File: config.mk
export PLATFORM = sky130hd
export DESIGN_NAME = eth_tx_framer
export DESIGN_NICKNAME = d
export VERILOG_FILES = /design/src/rtl/eth_pkg.sv /design/src/rtl/eth_fcs.sv /design/src/rtl/eth_tx_framer.sv
export SDC_FILE = /design/constraint.sdc
export NUM_CORES = 1
export LEC_CHECK = 0
export ABC_CLOCK_PERIOD_IN_PS = 3200
export BUFFER_PORTS_ARGS = -buffer_cell sky130_fd_sc_hd__clkbuf_2
export CAP_MARGIN = 20
export CELL_PAD_IN_SITES_DETAIL_PLACEMENT = 0
export CELL_PAD_IN_SITES_GLOBAL_PLACEMENT = 1
export CORE_ASPECT_RATIO = 1.2
export CORE_MARGIN = 2
export CORE_UTILIZATION = 48
export CTS_CLUSTER_SIZE = 16
export DETAILED_ROUTE_END_ITERATION = 16
export PLACE_DENSITY = 0.84
export SETUP_SLACK_MARGIN = 0.2
export SYNTH_ARGS = -nofsm -noshare
export SYNTH_HDL_FRONTEND = slang
export SYNTH_SLANG_ARGS = --single-unit
File: constraint.sdc
create_clock -name clk -period 3.2 [get_ports clk]
set_clock_uncertainty 0.1 [all_clocks]
set_input_delay 0.64 -clock clk [delete_from_list [all_inputs] [get_ports clk]]
set_output_delay 0.64 -clock clk [all_outputs]
set_load 0.005 [all_outputs]
File: src/rtl/eth_pkg.sv
// Shared Ethernet TX definitions: framer state encoding, frame geometry and CRC-32 polynomial.
package eth_pkg;

  typedef enum logic [2:0] {
    ST_IDLE,
    ST_PREAMBLE,
    ST_SFD,
    ST_DATA,
    ST_PAD,
    ST_FCS,
    ST_IFG
  } state_t;

  localparam int          PREAMBLE_BITS   = 56;
  localparam logic [7:0]  SFD             = 8'hD5;
  localparam int          MIN_FRAME_BYTES = 60;
  localparam int          FCS_BITS        = 32;
  localparam logic [31:0] CRC_POLY        = 32'h04C11DB7;

endpackage

File: src/rtl/eth_fcs.sv
// Bit-serial Ethernet CRC-32 register; one input bit per enabled cycle, sync preset to all ones.
module eth_fcs
  import eth_pkg::*;
(
  input  logic        clk,
  input  logic        reset_n,
  input  logic        reset,
  input  logic        en,
  input  logic        data_in,
  output logic [31:0] crc
);

  logic fb;
  assign fb = crc[31] ^ data_in;

  always_ff @(posedge clk or negedge reset_n) begin
    if (!reset_n) begin
      crc <= 32'hFFFF_FFFF;
    end else if (reset) begin
      crc <= 32'hFFFF_FFFF;
    end else if (en) begin
      crc <= {crc[30:0], 1'b0} ^ (fb ? CRC_POLY : 32'h0);
    end
  end

endmodule

File: src/rtl/eth_tx_framer.sv
// Serial Ethernet framer: preamble/SFD, LSB-first payload, optional zero pad, FCS, inter-frame gap.
// Define ETH_TX_PAD_EN to zero-pad frames shorter than 60 payload bytes.
module eth_tx_framer
  import eth_pkg::*;
#(
  parameter int IFG_BITS = 96
) (
  input  logic       clk,
  input  logic       reset_n,
  input  logic [7:0] in_data,
  input  logic       in_valid,
  input  logic       in_last,
  output logic       in_ready,
  output logic       tx_bit,
  output logic       tx_en,
  output logic       frame_done,
  output logic       underrun
);

  state_t      state, state_nxt;
  logic [7:0]  cnt, cnt_nxt;
  logic [7:0]  shreg;
  logic        last_q;
  logic        accept;
  logic        crc_en;
  logic        crc_rst;
  logic [31:0] crc;
  logic [4:0]  fcs_idx;
  logic [7:0]  sfd_pat;

  assign accept  = in_ready && in_valid;
  assign crc_rst = (state == ST_IDLE) || (state == ST_PREAMBLE) || (state == ST_SFD);
  assign fcs_idx = 5'(FCS_BITS - 1) - cnt[4:0];
  assign sfd_pat = SFD;

`ifdef ETH_TX_PAD_EN
  logic [5:0] byte_cnt;

  // Payload bytes completed in this frame, saturating at the minimum frame size.
  always_ff @(posedge clk or negedge reset_n) begin
    if (!reset_n) begin
      byte_cnt <= '0;
    end else if (state == ST_PREAMBLE) begin
      byte_cnt <= '0;
    end else if ((state == ST_DATA || state == ST_PAD) && cnt == 8'd7 &&
                 byte_cnt != 6'(MIN_FRAME_BYTES)) begin
      byte_cnt <= byte_cnt + 6'd1;
    end
  end
`endif

  always_comb begin
    state_nxt  = state;
    cnt_nxt    = cnt + 8'd1;
    tx_bit     = 1'b0;
    tx_en      = 1'b0;
    in_ready   = 1'b0;
    frame_done = 1'b0;
    underrun   = 1'b0;
    crc_en     = 1'b0;
    case (state)
      ST_IDLE: begin
        cnt_nxt = '0;
        if (in_valid) state_nxt = ST_PREAMBLE;
      end
      ST_PREAMBLE: begin
        tx_en  = 1'b1;
        tx_bit = ~cnt[0];
        if (cnt == 8'(PREAMBLE_BITS - 1)) begin
          cnt_nxt   = '0;
          state_nxt = ST_SFD;
        end
      end
      ST_SFD: begin
        tx_en  = 1'b1;
        tx_bit = sfd_pat[cnt[2:0]];
        if (cnt == 8'd7) begin
          cnt_nxt   = '0;
          in_ready  = 1'b1;
          underrun  = ~in_valid;
          state_nxt = in_valid ? ST_DATA : ST_IFG;
        end
      end
      ST_DATA: begin
        tx_en  = 1'b1;
        tx_bit = shreg[0];
        crc_en = 1'b1;
        if (cnt == 8'd7) begin
          cnt_nxt = '0;
          if (!last_q) begin
            in_ready  = 1'b1;
            underrun  = ~in_valid;
            state_nxt = in_valid ? ST_DATA : ST_IFG;
          end else begin
`ifdef ETH_TX_PAD_EN
            state_nxt = (byte_cnt < 6'(MIN_FRAME_BYTES - 1)) ? ST_PAD : ST_FCS;
`else
            state_nxt = ST_FCS;
`endif
          end
        end
      end
`ifdef ETH_TX_PAD_EN
      ST_PAD: begin
        tx_en  = 1'b1;
        crc_en = 1'b1;
        if (cnt == 8'd7) begin
          cnt_nxt = '0;
          if (byte_cnt == 6'(MIN_FRAME_BYTES - 1)) state_nxt = ST_FCS;
        end
      end
`endif
      ST_FCS: begin
        tx_en  = 1'b1;
        tx_bit = ~crc[fcs_idx];
        if (cnt == 8'(FCS_BITS - 1)) begin
          cnt_nxt    = '0;
          frame_done = 1'b1;
          state_nxt  = ST_IFG;
        end
      end
      ST_IFG: begin
        // The last gap cycle doubles as the idle decision so back-to-back gaps are exactly IFG_BITS.
        if (cnt == 8'(IFG_BITS - 1)) begin
          cnt_nxt   = '0;
          state_nxt = in_valid ? ST_PREAMBLE : ST_IDLE;
        end
      end
      default: begin
        cnt_nxt   = '0;
        state_nxt = ST_IDLE;
      end
    endcase
  end

  always_ff @(posedge clk or negedge reset_n) begin
    if (!reset_n) begin
      state  <= ST_IDLE;
      cnt    <= '0;
      shreg  <= '0;
      last_q <= 1'b0;
    end else begin
      state <= state_nxt;
      cnt   <= cnt_nxt;
      if (accept) begin
        shreg  <= in_data;
        last_q <= in_last;
      end else if (state == ST_DATA) begin
        shreg <= {1'b0, shreg[7:1]};
      end
    end
  end

  eth_fcs u_fcs (
    .clk     (clk),
    .reset_n (reset_n),
    .reset   (crc_rst),
    .en      (crc_en),
    .data_in (tx_bit),
    .crc     (crc)
  );

endmodule

==> impl_metrics.toml, run 1 <==
[power]
irDropWorstVdd_v = 0.0002253
p_leak_nw = 1.254
power_density_nw_per_um2 = 354.9

[timing]
postLayoutSetupSlackWorst_ns = 0.3076
drv_slew = 0
worst_pin_slew_ns = 0.7561
fin_tns_setup_ns = 0
slew_headroom_pct = 49.47
fin_crit_ns = 2.892
hold_violations = 0
timing.fmax_mhz = 345.7
finalCritPeriodShare_pct = 90.39
rsz0062_at_grt = "false"
setup_viol = 0

[detailed_routing]
met1_length_um = 2639
dr_wl_met3_um = 127
wl_met2_um = 2857
routed_wl_um = 5748
num_vias = 2082
highest_layer = "met4"
dr.pass1.iters = 4
drtIter0Drc = 115
wl_per_cell_um = 14.63
drc = 0
drtAntennaViolNets = 0
avgViaCountPerCell = 5.298

[place]
port_buffers = 16
detailed_place_hpwl_um = 3934
place_ws_ns = 0.5228
gp_congestion = 0.8339

[logic_synthesis]
yosysMostFrequentCell = "a21oi_1"
synthSimpleGateAreaFrac_pct = 16.65
synth_adder_area_share_pct = 0.8540
synth_warnings = 0
ys_seq_elements = 52
synth-compound-area-share_pct = 13.49
synth_xor_area_share_pct = 9.564
synth_fp_nets = 316
synth_area_leaders = "dfstp_2 29%, dfrtp_1 17%, xnor2_1 8.1%, a21oi_1 6.3%, nor2b_1 5.1%"
synth_top_family_by_area = "simple AND/OR/NAND/NOR gates"
synth_common_cells = "37 x a21oi_1, 33 x nor2_1, 32 x dfstp_2"
muxShareOfSynthArea_pct = 7.686
synth_top_cell_by_area = "dfstp_2"
syn-cell-area_sq_um = 2930
synth_top_cell_area_share_pct = 28.69
synth_cell_types = 40
synth_edf_count = 0
async_reset_ff_share_pct = 100.0
synthFlopType = "dfstp_2"
seq_area_frac_synth_pct = 45.77
syn-mean-instance-area_sq_um = 9.703
syn_inst = 302

[global_route]
grt_max_degree = 32
grt_pass1_wl_um = 9970
gr-total-overflow = 0
antenna_found_initial = 0
track_usage_pct = 19.64
grt_pass1_vias = 2091

[cells_and_area]
area_delta_synth_final_pct = 8.070
drive_above_1_share_pct = 23.15
final_util_pct = 53.02
final_nets = 324
n_antenna_cell = 0

[worst_setup_path]
worstSetupPathType = "reg -> out"
startpoint_type = "flop"
worstPathArrival_ns = 2.15
rr_startpoint = "cnt[0]"
startpoint = "cnt[0]"
critPathCaptureType = "output pin"
required_ns = 2.46
worstPathMaxFanout = 5

[cts]
clkLatencyLatePin_ns = 0.31
cts_tree = "yes"
clkSinkCount = 52
clk_pin_slew_ns = 0.09
htreeDepth = 2
clockBufferDepth = 2
cts_buffers = 5
root_buffer = "clkbuf_8"

[floorplan]
coreArea_sq_um = 5973
design.die.area_sq_um = 6748
rows = 31
io_pins = 17
dieHeight_um = 89.59
fp.dieW_um = 75.33
start_util_pct = 49.06

[run]
cap_viol_max_count = 0

[outcome]
outcome = "completed"

[worst_hold_path]
hold_class = "in -> async"
[cells by family after synthesis]
family          count (synthesis)
simple gates                  101
flops                          52
xor+xnor                       32
mux                            12
buf+inv                        39
compound gates                 64
fa+ha+maj                       2
[through the flow]
step	power [mW]	std cells	hold WS [ns]	cell area (sq um)
global route	1.181	393	0.2331	3167
floorplan	0.6709	302	0.2444	2930
global placement	0.6914	385	0.3624	3050
CTS	1.143	393	0.2087	3159
detailed placement	0.6917	385	0.3786	3050
finish	1.124	393	0.1959	3167
[flip-flops by register name, summed over array words and instances (netlist names)]
name,count
u_fcs.crc,32
cnt,8
shreg,8
state,3
last_q,1
[report_power, final]
group,internal [mW],switching (mW)
combinational,0.00585,0.0145
sequential,0.659,0
clock,0.232,0.212
total,0.897,0.227
[what timing repair did]
item	in CTS	in global routing
resized for setup	1	2
endpoints found under the setup margin	1	2
hold buffers	0	0
buffers inserted	0	0
[critical path, stage by stage, from the launching register on]
cell and delay [ns]:
dfrtp_2 0.42, mux4_1 0.55, mux4_2 0.51, nor2_4 0.12
a311oi_4 0.06, inv_1 0.07, clkbuf_2 0.10
[worst paths after layout]
path | endpoint | slack, ns | depth (start not counted)
setup / recovery | tx_bit | 0.31 | 6
hold / removal | cnt[0] | 0.20 | 1
max in group asynchronous | u_fcs.crc[3] | 1.98 | 2
min in group clk | u_fcs.crc[9] | 0.39 | 2
setup reg to reg | state[0] | 0.75 | 8
hold reg to reg | u_fcs.crc[9] | 0.39 | 2
[final cells by class]
type	count	area [sq um]
inverters	18	67.56
clock buffers	6	72.57
fillers	581	2806
repair buffers	22	125.1
clock inverters	2	35.03
well taps	82	102.6
multi-input cells	211	1420
flip-flops and latches	52	1344
[placed cells by master, fill, tap and decap left out, types with 3 or more instances in the layout]
master | netlist | routed
dfrtp_1 | 20 | 18
buf_4 | 1 | 6
a31oi_1 | 9 | 9
nor2b_1 | 24 | 24
nand2b_1 | 3 | 3
xnor2_1 | 27 | 27
mux4_2 | 3 | 3
mux4_1 | 4 | 4
a41oi_1 | 3 | 3
and2_1 | 3 | 3
a21oi_1 | 37 | 37
nor2_1 | 33 | 33
xor2_1 | 5 | 5
mux2i_1 | 3 | 3
nand3_1 | 11 | 11
inv_1 | 18 | 18
nand2_1 | 22 | 22
dfstp_2 | 32 | 32
o21ai_0 | 3 | 3
clkbuf_8 | 0 | 5
clkbuf_2 | 0 | 16
[per-layer routing]
layer | track usage [%] | vias up
li1 | - | 1027
met1 | 25.92 | 1028
met2 | 32.17 | 19
met3 | 3.683 | 8
met4 | 7.177 | 0
met5 | 0 | -
No activity file was read; power rests on OpenSTA's default activity.
==> run 2, diff against run 1 <==
--- a/config.mk
+++ b/config.mk
@@ -5,17 +5,17 @@
 export SDC_FILE = /design/constraint.sdc
 export NUM_CORES = 1
 export LEC_CHECK = 0
-export ABC_CLOCK_PERIOD_IN_PS = 3200
+export ABC_CLOCK_PERIOD_IN_PS = 2650
 export BUFFER_PORTS_ARGS = -buffer_cell sky130_fd_sc_hd__clkbuf_2
 export CAP_MARGIN = 20
 export CELL_PAD_IN_SITES_DETAIL_PLACEMENT = 0
 export CELL_PAD_IN_SITES_GLOBAL_PLACEMENT = 1
 export CORE_ASPECT_RATIO = 1.2
 export CORE_MARGIN = 2
-export CORE_UTILIZATION = 48
+export CORE_UTILIZATION = 43
 export CTS_CLUSTER_SIZE = 16
 export DETAILED_ROUTE_END_ITERATION = 16
-export PLACE_DENSITY = 0.84
+export PLACE_DENSITY = 0.8
 export SETUP_SLACK_MARGIN = 0.2
 export SYNTH_ARGS = -nofsm -noshare
 export SYNTH_HDL_FRONTEND = slang
==> constraint.sdc (replaced) <==
create_clock -name clk -period 2.65 [get_ports clk]
set_clock_uncertainty 0.1 [all_clocks]
set_input_delay 0.53 -clock clk [delete_from_list [all_inputs] [get_ports clk]]
set_output_delay 0.53 -clock clk [all_outputs]
set_load 0.05 [all_outputs]
==> run 2 against run 1 <==
Net effect:
- the flow now finishes with violations (negative setup slack)
- cell area up 4.7%
- sequential share of layout area is 1.8 points lower
- first-iteration DRC count rose by 31%
- worst setup slack lost 0.53 ns
- clock power increased by 25%
- critical endpoint unchanged
==> impl_metrics.toml, run 2 (synthesis gave the netlist of run 1 again) <==
[worst_setup_path]
startpoint_type = "flop"
rr_startpoint = "cnt[0]"
worstPathMaxFanout = 5
cp_cell_sequence = "mux4_2, mux4_2, nor2_4, a311oi_4, clkinvlp_4, clkbuf_16"
worstPathArrival_ns = 2.25
critPathCaptureType = "output pin"
crit_top_cell = "mux4_2"
startpoint = "cnt[0]"
worstSetupPathType = "reg -> out"
required_ns = 2.02
cpPeakStageDelay_ns = 0.52
slowest_stage = "mux4_2"
reg2regPathDepth = 7

[power]
p_leak_nw = 1.275
power_density_nw_per_um2 = 415.1
irDropWorstVdd_v = 0.0002276

[cells_and_area]
n_antenna_cell = 0
top_register = "u_fcs.crc"
drive_above_1_share_pct = 30.00
final_nets = 333
final_util_pct = 50.82
n_fill_cell = 608
final_cell_mix = "37 x a21oi_1, 32 x nor2_1, 32 x dfstp_2"
largest_registers = "u_fcs.crc: 32 flops, cnt: 8 flops, shreg: 8 flops"
fin_cells = 405
layout_commonest_cell = "a21oi_1"
largest_reg_flops = 32
fin_area_sq_um = 3317
area_delta_synth_final_pct = 13.19

[timing]
drv_slew = 0
finalCritPeriodShare_pct = 108.5
setup_viol = 1
postLayoutSetupSlackWorst_ns = -0.2255
hold_violations = 0
fin_crit_ns = 2.876
slew_headroom_pct = 49.82
worst_pin_slew_ns = 0.7509
timing.fmax_mhz = 347.8
rsz0062_at_grt = "true"
timing.hold.ws_ns = 0.2279

[place]
detailed_place_hpwl_um = 4000
gp_congestion = 0.8439
place_ws_ns = -0.06873
postPlaceCellArea_sq_um = 3110
port_buffers = 16
dp_cells = 396

[floorplan]
coreArea_sq_um = 6526
io_pins = 17
fp.dieW_um = 79.36
dieHeight_um = 94.43
design.die.area_sq_um = 7494
rows = 32
start_util_pct = 44.90

[detailed_routing]
routed_wl_um = 6027
drtAntennaViolNets = 0
avgViaCountPerCell = 5.333
num_vias = 2160
dr.pass1.iters = 4
drc = 0
wl_per_cell_um = 14.88
drtIter0Drc = 151

[cts]
clkSinkCount = 52
cts_tree = "yes"
root_buffer = "clkbuf_8"
clockBufferDepth = 2
clkLatencyLatePin_ns = 0.31
htreeDepth = 2
clk_pin_slew_ns = 0.10
cts_buffers = 5
ctsHoldBuffers = 0

[global_route]
grt_pass1_wl_um = 10640
track_usage_pct = 18.10
grt_pass1_vias = 2218
grt_max_degree = 53
antenna_found_initial = 0
gr-total-overflow = 0

[worst_hold_path]
hold_class = "in -> async"

[outcome]
outcome = "finished, violations left"
violations = "negative setup slack"

[run]
cap_viol_max_count = 0
run 2: cell count changes in the layout (fill, tap and decap cells not counted), sizes merged:
cell / previous run / this run
clkinvlp: 0 / 1
buf: 6 / 17
clkinv: 1 / 0
clkbuf: 22 / 20
run 2: repair_timing:
action,4_1_cts,5_1_grt
pin swaps,2,1
setup endpoints to repair,18,18
setup buffers,0,1
resized for setup,15,9
run 2: area by class of cell:
type                       count  area (sq um)  share of cell area (%)
inverter                      18         71.32                   2.150
multi-input combinational    211          1451                   43.76
clock buffer                   6         72.57                   2.188
tap                           85         106.4                   3.206
clock inverter                 2         38.79                   1.169
timing repair buffer          31         229.0                   6.903
sequential                    52          1348                   40.63
run 2: worst max-delay path: cells and delay by family, from the launching register on:
family	cells	cell delay (ns)
DFF	1	0.46
AOI/OAI and AO/OA	1	0.06
muxes	2	1.03
and+or+nand+nor	1	0.12
buffers and inverters	2	0.28
run 2: routing by layer:
layer	global-route usage, %	part of all wire (%)	routed length (um)
met1	23.90	45	2703
met2	30.72	50	3031
met3	3.155	3.3	198
met4	5.029	1.5	93
met5	0	0	0
run 2: path summary, 6_finish.rpt:
| kind | endpoint | slack [ns] |
|---|---|---|
| worst min-delay path | cnt[5] | 0.23 |
| min in group clk | shreg[6] | 0.36 |
| worst max-delay path | tx_bit | -0.23 |
| worst max register to register | u_fcs.crc[0] | 0.25 |
| worst min register to register | u_fcs.crc[18] | 0.38 |
| max in group asynchronous | cnt[1] | 1.74 |
run 2: power breakdown:
group          switching, mW  internal (mW)  leakage [nW]
clock                  0.270          0.286        0.0558
combinational         0.0179        0.00710         0.672
sequential                 0          0.796         0.547
run 2: per-stage QoR:
stage,power [mW],setup TNS [ns]
global route,1.434,-0.3213
floorplan,0.8102,-0.04908
global placement,0.8351,-0.02810
detailed placement,0.8355,-0.06873
CTS,1.401,-0.2392
finish,1.377,-0.2255
